===== src/rtl/mem_port_arbiter.sv =====
// Single-port doubleword memory arbiter for fetch (F), load (L) and store (S) clients.
// One transaction in flight; fixed priority S > L > F with a fetch anti-starvation override.
module mem_port_arbiter #(
    parameter int unsigned READ_LAT   = 1,
    parameter int unsigned STARVE_MAX = 3
) (
    input  logic        clk,
    input  logic        rst_n,
    input  logic        fReq,
    input  logic [60:0] fAddr,
    output logic        fDone,
    output logic [63:0] fData,
    input  logic        lReq,
    input  logic [60:0] lAddr,
    output logic        lDone,
    output logic [63:0] lData,
    input  logic        sReq,
    input  logic [60:0] sAddr,
    input  logic [63:0] sData,
    output logic        sDone,
    output logic        memEn,
    output logic        memWe,
    output logic [60:0] memAddr,
    output logic [63:0] memWData,
    input  logic [63:0] memRData,
    output logic [1:0]  grant
);

    typedef enum logic [1:0] {ST_IDLE, ST_ISSUE, ST_WAIT, ST_DONE} state_t;

    localparam logic [1:0] G_NONE     = 2'd0;
    localparam logic [1:0] G_F        = 2'd1;
    localparam logic [1:0] G_L        = 2'd2;
    localparam logic [1:0] G_S        = 2'd3;
    localparam logic [2:0] STARVE_LIM = 3'(STARVE_MAX);
    localparam logic [2:0] WAIT_INIT  = 3'(READ_LAT - 1);

    state_t      state_q, state_d;
    logic [1:0]  grant_q, grant_d;
    logic [2:0]  wait_cnt_q, wait_cnt_d;
    logic [2:0]  starve_cnt_q, starve_cnt_d;
    logic        mem_en_q, mem_en_d;
    logic        mem_we_q, mem_we_d;
    logic [60:0] mem_addr_q, mem_addr_d;
    logic [63:0] mem_wdata_q, mem_wdata_d;
    logic        f_done_q, f_done_d;
    logic        l_done_q, l_done_d;
    logic        s_done_q, s_done_d;
    logic [63:0] f_data_q, f_data_d;
    logic [63:0] l_data_q, l_data_d;
    logic        f_wins;

    always_comb begin
        state_d      = state_q;
        grant_d      = grant_q;
        wait_cnt_d   = wait_cnt_q;
        starve_cnt_d = starve_cnt_q;
        mem_en_d     = 1'b0;
        mem_we_d     = 1'b0;
        mem_addr_d   = '0;
        mem_wdata_d  = '0;
        f_done_d     = 1'b0;
        l_done_d     = 1'b0;
        s_done_d     = 1'b0;
        f_data_d     = f_data_q;
        l_data_d     = l_data_q;
        f_wins       = 1'b0;

        unique case (state_q)
            ST_IDLE: begin
                // A starved fetch overrides even a pending store.
                f_wins = fReq && ((starve_cnt_q == STARVE_LIM) || (!sReq && !lReq));
                if (!fReq || f_wins) begin
                    starve_cnt_d = '0;
                end else if (starve_cnt_q != STARVE_LIM) begin
                    starve_cnt_d = starve_cnt_q + 3'd1;
                end
                if (fReq || lReq || sReq) begin
                    state_d  = ST_ISSUE;
                    mem_en_d = 1'b1;
                    if (f_wins) begin
                        grant_d    = G_F;
                        mem_addr_d = fAddr;
                    end else if (sReq) begin
                        grant_d     = G_S;
                        mem_we_d    = 1'b1;
                        mem_addr_d  = sAddr;
                        mem_wdata_d = sData;
                    end else begin
                        grant_d    = G_L;
                        mem_addr_d = lAddr;
                    end
                end
            end
            ST_ISSUE: begin
                if (grant_q == G_S) begin
                    s_done_d = 1'b1;
                    state_d  = ST_DONE;
                end else begin
                    wait_cnt_d = WAIT_INIT;
                    state_d    = ST_WAIT;
                end
            end
            ST_WAIT: begin
                if (wait_cnt_q == '0) begin
                    state_d = ST_DONE;
                    if (grant_q == G_F) begin
                        f_done_d = 1'b1;
                        f_data_d = memRData;
                    end else begin
                        l_done_d = 1'b1;
                        l_data_d = memRData;
                    end
                end else begin
                    wait_cnt_d = wait_cnt_q - 3'd1;
                end
            end
            ST_DONE: begin
                grant_d = G_NONE;
                state_d = ST_IDLE;
            end
            default: state_d = ST_IDLE;
        endcase
    end

    always_ff @(posedge clk or negedge rst_n) begin
        if (!rst_n) begin
            state_q      <= ST_IDLE;
            grant_q      <= G_NONE;
            wait_cnt_q   <= '0;
            starve_cnt_q <= '0;
            mem_en_q     <= 1'b0;
            mem_we_q     <= 1'b0;
            mem_addr_q   <= '0;
            mem_wdata_q  <= '0;
            f_done_q     <= 1'b0;
            l_done_q     <= 1'b0;
            s_done_q     <= 1'b0;
            f_data_q     <= '0;
            l_data_q     <= '0;
        end else begin
            state_q      <= state_d;
            grant_q      <= grant_d;
            wait_cnt_q   <= wait_cnt_d;
            starve_cnt_q <= starve_cnt_d;
            mem_en_q     <= mem_en_d;
            mem_we_q     <= mem_we_d;
            mem_addr_q   <= mem_addr_d;
            mem_wdata_q  <= mem_wdata_d;
            f_done_q     <= f_done_d;
            l_done_q     <= l_done_d;
            s_done_q     <= s_done_d;
            f_data_q     <= f_data_d;
            l_data_q     <= l_data_d;
        end
    end

    assign fDone    = f_done_q;
    assign lDone    = l_done_q;
    assign sDone    = s_done_q;
    assign fData    = f_data_q;
    assign lData    = l_data_q;
    assign memEn    = mem_en_q;
    assign memWe    = mem_we_q;
    assign memAddr  = mem_addr_q;
    assign memWData = mem_wdata_q;
    assign grant    = grant_q;

endmodule


===== config.mk =====
export PLATFORM = sky130hd
export DESIGN_NAME = mem_port_arbiter
export DESIGN_NICKNAME = d
export VERILOG_FILES = /design/src/rtl/mem_port_arbiter.sv
export SDC_FILE = /design/constraint.sdc
export NUM_CORES = 1
export LEC_CHECK = 0
export BUFFER_PORTS_ARGS = -buffer_cell sky130_fd_sc_hd__buf_2
export CAP_MARGIN = 20
export CORE_AREA = 2 2 221 223
export DETAILED_ROUTE_END_ITERATION = 8
export DIE_AREA = 0 0 223 225
export GPL_TIMING_DRIVEN = 0
export PLACE_DENSITY = 0.51
export SYNTH_ARGS = -nofsm -noshare
export SYNTH_HDL_FRONTEND = slang
export SYNTH_SLANG_ARGS = --single-unit

===== constraint.sdc =====
create_clock -name clk -period 4.8 [get_ports clk]
set_input_delay 0.72 -clock clk [delete_from_list [all_inputs] [get_ports clk]]
set_output_delay 0.72 -clock clk [all_outputs]
set_load 0.005 [all_outputs]

# == Word-level counts from Yosys, hierarchy flattened ==
# Cells that the tools add are included.
# totals
register_bits,268
wordCells,82
in_bits,316
ram_bits,0
memories,0
romBits,0
out_inout_bits,260
latch_bits,0
# op_classes
n_mul,0
reduce_logical,20
n_lt_le_gt_ge,0
n_bitwise,1
muxes,35
n_div,0
n_addsub,2
n_shift,0
eq_ne,11
# ops
op,n
$mux W64,4
$mux W61,4
$mux W1,16
$mux W3,4
$reduce_and A3 Y1,3
$mux W2,4
$ne A2 B2 Y1 const B,4
$pmux W2 S4,1
$eq A2 B2 Y1 const B,3
$pmux W3 S2,1
$reduce_and A2 Y1,3
$reduce_bool A2 Y1,3
$eq A2 B1 Y1 const B,2
$logic_or A1 B1 Y1,4
$pmux W2 S2,1
$add A3 B1 Y3 const B,1
$eq A3 B2 Y1 const B,1
$logic_not A1 Y1,3
$logic_not A3 Y1,1
$ne A3 B2 Y1 const B,1
$sub A3 B1 Y3 const B,1
$logic_and A1 B1 Y1,2
$logic_not A2 Y1,1
$not A1 Y1,1

# == Depth between registers and ports, before layout ==
# Gate-level depths: netlist of run 1.
# depth
depth_word,7
ltp_mapped,8
depth_no_buf,6

# == Worst setup path after synthesis of run 1 ==
# Ideal clock, no wire load.
# synth_path
path_type,input-to-reg
from,input port sReq
to,register mem_addr_q[0] (netlist: memAddr[0])
t_arrival_ns,1.695
required_ns,4.658
setup_time_ns,0.142
n_path_buf,3
setup_slack_ns,2.963
cell_stages,6
path_cell_list,buf_2 nor3_1 nand2b_1 buf_2 buf_2 a211oi_1
# synth_via
elab_chain_len,7
elab_cells_between_ends,9
classes_between,mux: 4; reduce/logical: 5
# synth_lines
item,line_no,rtl
start: declaration,17,"input logic sReq,"
$logic_not A1 Y1,72,f_wins = fReq && ((starve_cnt_q == STARVE_LIM) || (!sReq && !lReq));
$logic_and A1 B1 Y1,72,
$logic_or A1 B1 Y1,72,
$logic_and A1 B1 Y1,72,
$mux W61,81,if (f_wins) begin
$mux W61 (*),78,if (fReq || lReq || sReq) begin
$mux W61 (*),69,unique case (state_q)
named net mem_addr_d[0],44,"logic [60:0] mem_addr_q, mem_addr_d;"
end signal: assignment,148,mem_addr_q <= mem_addr_d;
end: declaration,44,
# Mark *: on every way through the listed nets, which the timed path passes. The rest lies on a longest branch.
# A chain may end at the register's enable or synchronous reset.

# == Worst setup path in the final report of run 1 ==
# layout_path
from,register starve_cnt_q[0]
to,register mem_addr_q[36] (netlist: memAddr[36])
# layout_via
elab_chain_len,6
# layout_lines
item,line_no,rtl
start: declaration,41,"logic [2:0] starve_cnt_q, starve_cnt_d;"
start signal: assignment,145,starve_cnt_q <= starve_cnt_d;
$eq A3 B2 Y1,72,
$logic_or A1 B1 Y1,72,
$logic_and A1 B1 Y1,72,
$mux W61,81,
$mux W61,78,
$mux W61,69,
named net mem_addr_d[36],44,
# The timed path passes the listed nets, and every way through them passes these cells.

==> results.py, run 1 <==
metrics = {
    "status": {
        "status": "completed",
    },
    "clock_network": {
        "worst_setup_hold_path_clk_slew_ps": 60,
        "clock_sinks": 268,
        "cts-buffers-inserted": 31,
        "holdBufCountCts": 0,
        "number_of_setup_buffers_added_after_cts": 0,
        "clock_path_buffers": 3,
        "buffer_type_at_the_clock_tree_root": "sky130_fd_sc_hd__clkbuf_16",
        "ctsHtreeMaxLevel": 1,
        "clk-insertion-delay-late_ps": 560,
        "cts_tree": "done",
        "cts_resized": 0,
    },
    "yosys": {
        "yosys_warnings": 0,
        "synth_cell_type_count": 29,
        "synth.top_cells.by_count": "sky130_fd_sc_hd__dfrtp_1 (268), sky130_fd_sc_hd__mux2_2 (79), sky130_fd_sc_hd__nor2_1 (66), sky130_fd_sc_hd__and2_1 (64), sky130_fd_sc_hd__mux2i_1 (62)",
        "synth_area_leaders": "sky130_fd_sc_hd__dfrtp_1 (64%), sky130_fd_sc_hd__mux2_2 (8.4%), sky130_fd_sc_hd__mux2i_1 (5.9%)",
        "yosys.cell_count.top_type": "sky130_fd_sc_hd__dfrtp_1",
        "synth_area_per_cell_um2": 14.0,
        "mappedNetlistNets": 1079,
        "synthesis.area_mm2": 0.0106,
        "synth.yosys.seq_area_share_pct": 63.5,
        "synth_async_sr_flop_share_pct": 100,
        "synth_top_area_share_pct": 63.5,
        "ys_ff_latch": 268,
        "synth-edff-count": 0,
        "syn_inst": 755,
        "ys.flop_type": "sky130_fd_sc_hd__dfrtp_1",
        "dominant_cell_type_by_area_after_synthesis": "sky130_fd_sc_hd__dfrtp_1",
    },
    "placed_design": {
        "number_of_buffers_inserted_by_port_buffering": 575,
        "globalplace.congestion": 0.829,
        "place_area_mm2": 0.0143,
        "dp_hpwl_um": 27700,
        "dp_worst_setup_slack_ps": 2050,
    },
    "layout": {
        "final_area_mm2": 0.0153,
        "drive_above_1_share_pct": 53.8,
        "n_fill_cell": 4914,
        "syn2layout_area_growth_pct": 45.1,
        "layout.nets": 1689,
    },
    "timing": {
        "worst_slew_pin_slew_ps": 654,
        "timing_hold_violations_final": 0,
        "slew_limit_fails": 0,
        "fmaxAchievable_mhz": 424,
        "finalSetupViolations": 0,
        "worst_slack_ps": 2440,
        "min_period_over_period_pct": 49.1,
        "worst_slew_margin_rel_pct": 56.4,
        "layout_min_cycle_time_ps": 2360,
        "fin_worst_skew_ps": 15.3,
        "rsz0062_at_grt": "false",
    },
    "worst_setup_path": {
        "worstSetupEndpointType": "register",
        "cp_max_fo": 10,
        "criticalPathCategory": "register to register",
        "r2r-end": "memAddr[36]",
        "critPathSlowestCell": "sky130_fd_sc_hd__clkbuf_1",
        "worst-r2r-setup-slack_ps": 2440,
        "critPathMaxStageDelay_ps": 460,
        "critical_path.startpoint_type": "register",
        "cp_common_cell": "sky130_fd_sc_hd__ha_1",
        "cp_data_required_time_ps": 5200,
        "cp_data_arrival_time_ps": 2750,
        "r2r_cells": 6,
        "r2r_start": "starve_cnt_q[0]",
        "crit_path_cell_chain": "ha_1 -> ha_1 -> o21ai_2 -> buf_4 -> clkbuf_1 -> a211oi_1",
    },
    "die": {
        "die_area_mm2": 0.0502,
        "start_util_pct": 22.2,
        "count_of_boundary_i_o_pins": 576,
        "rows": 80,
        "fp.coreArea_mm2": 0.0475,
        "dieWidth_um": 223,
        "die_y_um": 225,
    },
    "global_routing": {
        "grt-ovfl-total": 0,
        "antenna_found_initial": 7,
        "groute.usage.overall_pct": 13.5,
        "first_global_vias": 8933,
        "grt_max_degree": 118,
        "global_route_wire_length_before_repair_um": 52400,
    },
    "drt": {
        "drt-vias-per-instance": 4.13,
        "wirelength_um": 35100,
        "num_vias": 8281,
        "final_ant_viol_nets": 0,
        "dr.pass1.iters": 4,
        "avgRoutedWirePerCell_um": 17.5,
        "detail_route.iter0.violations": 250,
        "drcViolationCount": 0,
    },
    "job": {
        "timing.max_cap.violations": 0,
    },
    "min_path": {
        "min-delay-path-class": "primary input to async pin",
    },
    "power_and_ir_drop": {
        "static_power_due_to_leakage_nw": 8.09,
        "irDropWorstVdd_v": 0.000251,
        "power.density_cell_area_mw_per_mm2": 548,
    },
}
[area by class of cell]
class	count	area [um^2]	share of cell area [%]
tap	615	769	5.02
inverter	11	41.3	0.269
clock inverter	9	110	0.719
sequential	268	6710	43.8
timing repair buffer	577	2940	19.2
clock buffer	46	932	6.08
multi-input combinational	427	3500	22.9
antenna	4	10.0	0.0653
buffer	49	305	1.99
[worst max path at each step]
| stage | slack, ps | end | start | depth (start not counted) |
|---|---|---|---|---|
| detailed placement | 2050 | memAddr[36] | sReq | 7 |
| floorplan | 2960 | memAddr[0] | sReq | 6 |
| finish | 2440 | memAddr[36] | starve_cnt_q[0] | 6 |
| global placement | -2040 | memAddr[10] | rst_n | 1 |
| global route | 2270 | memAddr[36] | starve_cnt_q[0] | 6 |
| CTS | 2320 | memAddr[36] | starve_cnt_q[0] | 6 |
[worst max-delay path: cells and delay by family (launching register included)]
family	cells	cell delay (ps)
buf+inv	2	760
compound gates	2	610
fa+ha+maj	2	430
flops	1	390
[layer usage]
metal / share of wire [%] / up-vias / GRT usage [%] / routed length, um
li1: - / 3842 / - / -
met1: 38 / 4014 / 14.9 / 13200
met2: 51 / 369 / 24.4 / 17800
met3: 8.5 / 52 / 4.15 / 3000
met4: 3.2 / 4 / 4.65 / 1120
met5: 0.051 / - / 0 / 18
[state kept, by name, summed over array words and instances, names as in the netlist]
signal,cells
fData,64
lData,64
memWData,64
memAddr,61
starve_cnt_q,3
wait_cnt_q,3
grant,2
state_q,2
fDone,1
lDone,1
memEn,1
memWe,1
sDone,1
[layout by cell type (no fill, tap or decap), types with 2 or more instances in the layout]
cell / instances
sky130_fd_sc_hd__a211oi_1: 61
sky130_fd_sc_hd__a21oi_1: 3
sky130_fd_sc_hd__a22o_1: 6
sky130_fd_sc_hd__and2_1: 64
sky130_fd_sc_hd__buf_16: 2
sky130_fd_sc_hd__buf_2: 596
sky130_fd_sc_hd__buf_4: 8
sky130_fd_sc_hd__buf_8: 6
sky130_fd_sc_hd__bufinv_16: 2
sky130_fd_sc_hd__clkbuf_1: 18
sky130_fd_sc_hd__clkbuf_16: 31
sky130_fd_sc_hd__clkbuf_8: 10
sky130_fd_sc_hd__clkinv_2: 3
sky130_fd_sc_hd__clkinvlp_4: 2
sky130_fd_sc_hd__dfrtp_1: 268
sky130_fd_sc_hd__diode_2: 4
sky130_fd_sc_hd__ha_1: 8
sky130_fd_sc_hd__inv_1: 11
sky130_fd_sc_hd__mux2_1: 49
sky130_fd_sc_hd__mux2_2: 79
sky130_fd_sc_hd__mux2i_1: 62
sky130_fd_sc_hd__nand2_1: 7
sky130_fd_sc_hd__nand2b_1: 3
sky130_fd_sc_hd__nand3_1: 3
sky130_fd_sc_hd__nor2_1: 66
sky130_fd_sc_hd__o21ai_0: 5
sky130_fd_sc_hd__o22ai_1: 3
[through the flow]
step / util [%] / cells / hold WS [ps] / total power, mW / TNS, ps
after CTS: 32.2 / 2002 / 133 / 8.57 / 0
after global placement: 29.9 / 1945 / 462 / 6.08 / -537520
after global routing: 32.2 / 2004 / 160 / 8.95 / 0
after detailed placement: 30.0 / 1947 / 469 / 6.13 / 0
after floorplan: - / 755 / 424 / 4.69 / 0
final: 32.2 / 2006 / 130 / 8.40 / 0
[power by group]
| part | total [mW] | switching (mW) | internal (mW) |
|---|---|---|---|
| registers | 3.38 | 0.322 | 3.06 |
| logic | 2.64 | 1.26 | 1.38 |
| clock network | 2.38 | 0.943 | 1.44 |
| total | 8.40 | 2.52 | 5.88 |
[cell families (layout without fill, tap and decap cells)]
logic type / Yosys count / count (layout) / synth area share (%)
simple gates: 147 / 147 / 7.02
fa+ha+maj: 8 / 8 / 0.948
buf+inv: 60 / 692 / 3.28
compound gates: 82 / 82 / 5.69
other cells: 0 / 4 / 0
mux: 190 / 190 / 19.5
flops: 268 / 268 / 63.5
No activity file was read; power rests on OpenSTA's default activity.
==> inputs of run 2 (changes only) <==
- ABC_AREA: unset -> 1
- CORE_AREA: 2 2 221 223 -> 2 2 227 229
- DIE_AREA: 0 0 223 225 -> 0 0 229 231
- PLACE_DENSITY: 0.51 -> 0.53
- clock period: 4.8 -> 2 ns (I/O delays scaled with it)
==> results.py, run 2 <==
metrics = {
    "drt": {
        "final_ant_viol_nets": 0,
        "wirelength_um": 50100,
        "num_vias": 12305,
        "drcViolationCount": 0,
        "avgRoutedWirePerCell_um": 17.4,
        "detail_route.iter0.violations": 574,
        "drt-vias-per-instance": 4.27,
        "dr.pass1.iters": 5,
    },
    "timing": {
        "fmaxAchievable_mhz": 533,
        "worst_slew_margin_rel_pct": 45.1,
        "worst_slew_pin_slew_ps": 824,
        "slew_limit_fails": 0,
        "timing_hold_violations_final": 0,
        "fin_worst_skew_ps": 22.8,
        "layout_min_cycle_time_ps": 1870,
        "finalSetupViolations": 0,
        "fin_setup_tns_ps": 0,
        "rsz0062_at_grt": "true",
        "min_period_over_period_pct": 93.7,
    },
    "clock_network": {
        "ctsHtreeMaxLevel": 2,
        "cts_tree": "done",
        "clock_sinks": 268,
        "number_of_setup_buffers_added_after_cts": 0,
        "cts-buffers-inserted": 34,
        "buffer_type_at_the_clock_tree_root": "sky130_fd_sc_hd__clkbuf_16",
        "worst_setup_hold_path_clk_slew_ps": 60,
        "clk-insertion-delay-late_ps": 540,
        "clock_path_buffers": 3,
    },
    "yosys": {
        "synthesis.area_mm2": 0.0116,
        "yosys_warnings": 0,
        "synthXorXnorAreaFrac_pct": 0,
        "synth_async_sr_flop_share_pct": 100,
        "synthSimpleGateAreaFrac_pct": 28.8,
        "combinational_family_with_the_most_area_after_synthesis": "simple AND/OR/NAND/NOR gates",
        "post_synth_mux_area_share_pct": 0,
        "yosys.cell_count.top_type": "sky130_fd_sc_hd__nand2_1",
        "synth_top_area_share_pct": 57.9,
        "synth.yosys.seq_area_share_pct": 57.9,
        "ys_ff_latch": 268,
        "synth.top_cells.by_count": "sky130_fd_sc_hd__nand2_1 (660), sky130_fd_sc_hd__dfrtp_1 (268), sky130_fd_sc_hd__nor2_1 (133), sky130_fd_sc_hd__inv_1 (76), sky130_fd_sc_hd__nand3_1 (70)",
        "ys.flop_type": "sky130_fd_sc_hd__dfrtp_1",
        "synthesized_area_fraction_occupied_by_ao_oa_aoi_and_oai_cells_pct": 5.69,
        "dominant_cell_type_by_area_after_synthesis": "sky130_fd_sc_hd__dfrtp_1",
        "syn_inst": 1445,
        "synth_area_leaders": "sky130_fd_sc_hd__dfrtp_1 (58%), sky130_fd_sc_hd__nand2_1 (21%), sky130_fd_sc_hd__nor2_1 (4.3%)",
        "synth_cell_type_count": 17,
        "mappedNetlistNets": 1769,
        "area_share_of_fa_ha_maj_cells_after_synthesis_pct": 0.864,
        "synth-edff-count": 0,
        "synth_area_per_cell_um2": 8.02,
    },
    "global_routing": {
        "antenna_found_initial": 3,
        "groute.usage.overall_pct": 18.5,
        "grt-ovfl-total": 0,
        "global_route_wire_length_before_repair_um": 74800,
        "grt_max_degree": 98,
        "first_global_vias": 12440,
    },
    "worst_setup_path": {
        "worstSetupEndpointType": "register",
        "worst-r2r-setup-slack_ps": 130,
        "critPathSlowestCell": "sky130_fd_sc_hd__dfrtp_1",
        "r2r-end": "lData[45]",
        "critical_path.startpoint_type": "register",
        "critPathMaxStageDelay_ps": 410,
        "cp_common_cell": "sky130_fd_sc_hd__nand2_1",
        "cp_max_fo": 10,
        "criticalPathCategory": "register to register",
        "r2r_start": "state_q[0]",
        "cp_data_arrival_time_ps": 2340,
        "r2r_cells": 9,
        "crit_path_cell_chain": "inv_1 -> ha_2 -> nand3_1 -> inv_1 -> nand2_1 -> buf_2 -> buf_2 -> nand2_1 -> nand2_1",
        "cp_data_required_time_ps": 2460,
    },
    "min_path": {
        "hold-path-cell-count": 3,
        "min-delay-path-class": "primary input to register",
        "worst_hold_startpoint": "sData[0]",
        "hold_end": "memWData[0]",
    },
    "die": {
        "die_y_um": 231,
        "dieWidth_um": 229,
        "start_util_pct": 22.9,
        "rows": 83,
        "count_of_boundary_i_o_pins": 576,
        "fp.coreArea_mm2": 0.0507,
        "die_area_mm2": 0.0529,
    },
    "layout": {
        "drive_above_1_share_pct": 31.4,
        "syn2layout_area_growth_pct": 52.5,
        "n_fill_cell": 5438,
        "layout.nets": 2501,
        "mostFrequentLayoutCell": "sky130_fd_sc_hd__nand2_1",
        "layout.cells.most_common_list": "sky130_fd_sc_hd__nand2_1 (660), sky130_fd_sc_hd__buf_2 (599), sky130_fd_sc_hd__dfrtp_1 (268)",
    },
    "power_and_ir_drop": {
        "static_power_due_to_leakage_nw": 9.87,
        "irDropWorstVdd_v": 0.000591,
        "total_power_after_layout_mw": 22.2,
        "power.density_cell_area_mw_per_mm2": 1250,
    },
    "placed_design": {
        "globalplace.congestion": 0.910,
        "dp_hpwl_um": 38100,
        "number_of_buffers_inserted_by_port_buffering": 574,
    },
    "status": {
        "status": "completed",
    },
    "job": {
        "timing.max_cap.violations": 0,
    },
}
-- run 2: cell count changes in the layout (fill, tap and decap cells not counted), sizes merged, moves of 35 or more --
cell         delta
a211oi         -61
a21oi          +58
and2           -64
clkbuf         +35
dlygate4sd3   +120
inv            +66
mux2          -128
mux2i          -62
nand2         +653
nand3          +67
nor2           +66
o21ai          +64
-- run 2: logic make-up (layout without fill, tap and decap cells) --
logic type               count (synthesis)  in the layout
other                                    0              1
adder cells (fa/ha/maj)                  8              8
flip-flops                             268            268
buffers and inverters                  173            927
AO/OA/AOI/OAI                          131            131
AND/OR/NAND/NOR                        865            865
-- run 2: report_power, final --
group	internal, mW	switching [mW]	leakage (nW)
Sequential	7.33	0.898	3.43
Clock	3.42	2.43	0.501
Combinational	3.20	4.87	5.93
-- run 2: stage by stage --
step           setup WS (ps)  instance area, um^2  utilization, %  hold WS (ps)  cells
5_1_grt                -7.96                17700            34.9          18.3   2880
2_1_floorplan            508                11600               -          4.41   1445
4_1_cts                 5.20                17600            34.8          2.02   2879
3_3_place_gp           -4720                15300            30.2           457   2699
6_report                 125                17700            34.9          41.6   2880
3_5_place_dp            -565                15400            30.3           409   2701
-- run 2: cell type report --
class | count | area [um^2] | share of cell area, %
antenna | 1 | 2.50 | 0.0142
clock inverter | 10 | 87.6 | 0.496
buffer | 95 | 528 | 2.99
clock buffer | 48 | 945 | 5.35
timing repair buffer | 696 | 4140 | 23.4
tap | 680 | 851 | 4.82
sequential | 268 | 6710 | 38.0
multi-input combinational | 1004 | 4120 | 23.3
inverter | 78 | 294 | 1.66
-- run 2: critical path, delay by kind of cell (launching register included) --
kind,cells,cell delay (ps)
flops,1,410
simple gates,4,420
buf+inv,4,720
fa+ha+maj,1,230
-- run 2: metal layers --
metal	part of all wire [%]	wire length [um]	vias up	GRT usage, %
met2	50	25000	536	33.2
met4	2.7	1370	0	5.68
met5	0	0	-	0
met3	7.9	3980	73	5.10
met1	39	19700	5793	21.3
li1	-	-	5903	-
-- run 2: how the worst max path moves through the flow --
stage	cells after the start	to	slack [ps]	startpoint
2_1_floorplan	9	memWData[14]	510	starve_cnt_q[0]
3_3_place_gp	1	memWData[36]	-4720	rst_n
3_5_place_dp	6	memWData[11]	-570	lReq
4_1_cts	7	fData[61]	5	state_q[0]
5_1_grt	7	memWData[11]	-8	state_q[0]
6_report	9	lData[45]	130	state_q[0]
-- run 2: repair_timing --
action / CTS / global route
endpoints found under the setup margin: 132 / 114
resized for setup: 11 / 24
hold buffers: 120 / 0
hold endpoints to repair: 264 / 0
==> inputs of run 3 (changes only) <==
- ABC_AREA: 1 -> unset
- CORE_AREA: 2 2 227 229 -> 2 2 222 224
- DIE_AREA: 0 0 229 231 -> 0 0 224 226
==> results.py, run 3 (synthesis gave the netlist of run 1 again) <==
metrics = {
    "global_routing": {
        "first_global_vias": 9578,
        "grt-ovfl-total": 0,
        "grt_max_degree": 121,
        "antenna_found_initial": 3,
        "groute.usage.overall_pct": 13.9,
        "global_route_wire_length_before_repair_um": 54000,
    },
    "drt": {
        "avgRoutedWirePerCell_um": 17.0,
        "final_ant_viol_nets": 0,
        "drcViolationCount": 0,
        "maxUsedRoutingLayer": "met5",
        "drt-vias-per-instance": 4.12,
        "routed-wl-met3_um": 2810,
        "num_vias": 8884,
        "wirelength_met1_um": 13900,
        "detail_route.iter0.violations": 207,
        "wirelength_um": 36700,
        "met2WireLength_um": 19100,
        "dr.pass1.iters": 4,
    },
    "timing": {
        "min_period_over_period_pct": 96.1,
        "worst_slack_ps": 77.6,
        "holdWs_ps": 41.3,
        "rsz0062_at_grt": "true",
        "worst_slew_pin_slew_ps": 684,
        "finalSetupViolations": 0,
        "slew_limit_fails": 0,
        "timing_hold_violations_final": 0,
        "worst_slew_margin_rel_pct": 54.4,
        "fmaxAchievable_mhz": 520,
        "fin_worst_skew_ps": 9.93,
        "layout_min_cycle_time_ps": 1920,
    },
    "die": {
        "count_of_boundary_i_o_pins": 576,
        "fp.coreArea_mm2": 0.0483,
        "start_util_pct": 21.8,
        "die_area_mm2": 0.0506,
        "rows": 81,
        "dieWidth_um": 224,
        "die_y_um": 226,
    },
    "worst_setup_path": {
        "cp_max_fo": 5,
        "cp_data_arrival_time_ps": 2320,
        "worstSetupEndpointType": "register",
        "critical_path.startpoint_type": "register",
        "criticalPathCategory": "register to register",
        "critPathSlowestCell": "sky130_fd_sc_hd__dfrtp_1",
        "crit_path_cell_chain": "inv_2 -> ha_4 -> nor2b_4 -> nand2_2 -> nor3b_4 -> buf_6 -> buf_12 -> clkbuf_16 -> mux2_4",
        "critPathMaxStageDelay_ps": 390,
        "cp_data_required_time_ps": 2400,
    },
    "power_and_ir_drop": {
        "power_report.internal_total_mw": 15.1,
        "p_sw_share_pct": 30.1,
        "power.net_switching_mw": 6.48,
        "combPwrFrac_pct": 33.0,
        "irDropWorstVdd_v": 0.000517,
        "static_power_due_to_leakage_nw": 8.90,
        "seq_power_share_pct": 38.1,
        "clkPwrFrac_pct": 28.9,
        "total_power_after_layout_mw": 21.5,
        "power.density_cell_area_mw_per_mm2": 1260,
    },
    "layout": {
        "mostFrequentLayoutCell": "sky130_fd_sc_hd__buf_2",
        "drive_above_1_share_pct": 53.5,
        "layout.cells.most_common_list": "sky130_fd_sc_hd__buf_2 (594), sky130_fd_sc_hd__dfrtp_1 (268), sky130_fd_sc_hd__dlygate4sd3_1 (121)",
        "layout.nets": 1833,
        "final_core_utilization_pct": 35.5,
        "finalNonFillerCells": 2157,
        "syn2layout_area_growth_pct": 62.4,
    },
    "job": {
        "timing.max_cap.violations": 0,
    },
    "clock_network": {
        "cts_tree": "done",
        "ctsHtreeMaxLevel": 2,
        "clk-insertion-delay-late_ps": 530,
        "worst_setup_hold_path_clk_slew_ps": 60,
        "clock_path_buffers": 3,
        "cts-buffers-inserted": 34,
        "clock_sinks": 268,
        "buffer_type_at_the_clock_tree_root": "sky130_fd_sc_hd__clkbuf_16",
    },
    "status": {
        "status": "completed",
    },
    "min_path": {
        "min-delay-path-class": "primary input to register",
    },
    "placed_design": {
        "globalplace.congestion": 0.872,
        "dp_hpwl_um": 26700,
        "number_of_buffers_inserted_by_port_buffering": 575,
        "placed_cells_incl_taps": 1954,
        "dp_worst_setup_slack_ps": -442,
    },
}
==> run 3: worst paths after layout <==
check / endpoint / startpoint / slack (ps) / cells past startpoint
max: fData[33] / wait_cnt_q[0] / 80 / 9
min: fData[16] / memRData[16] / 40 / 2
max reg2reg: fData[33] / wait_cnt_q[0] / 80 / 9
min reg2reg: fData[19] / fData[19] / 480 / 1
max in group asynchronous: fData[11] / rst_n / 260 / 4
min in group asynchronous: lData[19] / rst_n / 320 / 2
==> run 3: stage by stage <==
step	cell area, um^2	setup TNS [ps]
floorplan	10600	0
global placement	14200	-1207100
detailed placement	14300	-52320
CTS	16900	0
global route	17100	-703
finish	17100	0
==> run 3: repair_timing <==
action | in CTS | in global routing
pin swaps | 3 | 3
hold buffers | 121 | 0
buffers inserted | 13 | 3
gates resized for setup | 34 | 38
gates cloned | 1 | 3
hold endpoints to repair | 240 | 0
endpoints found under the setup margin | 236 | 158
==> run 3: layout make-up <==
type                       count  area, um^2
tap                          622         778
clock inverter                14         136
inverter                      11        41.3
timing repair buffer         718        4400
antenna                        1        2.50
multi-input combinational    427        3680
fill                        4793       31200
clock buffer                  47        1010
sequential                   268        6710
buffer                        49         383
==> run 3: power by group through the flow <==
stage               logic, mW  clock network, mW  registers, mW
floorplan                2.85                  0           8.42
global route             7.76               6.68           8.47
detailed placement       6.48                  0           8.27
finish                   7.11               6.22           8.22
CTS                      6.93               6.46           8.21
global placement         6.41                  0           8.20
==> run 3: metal layers <==
metal,track usage [%],up-vias
met3,4.63,60
li1,-,4138
met1,15.2,4312
met2,25.4,372
met5,0,-
met4,4.13,2
==> run 3: critical path: cells and delay by family (launching register included) <==
family | cells | cell delay (ps)
fa+ha+maj | 1 | 130
mux | 1 | 300
flops | 1 | 390
buf+inv | 4 | 550
simple gates | 3 | 440
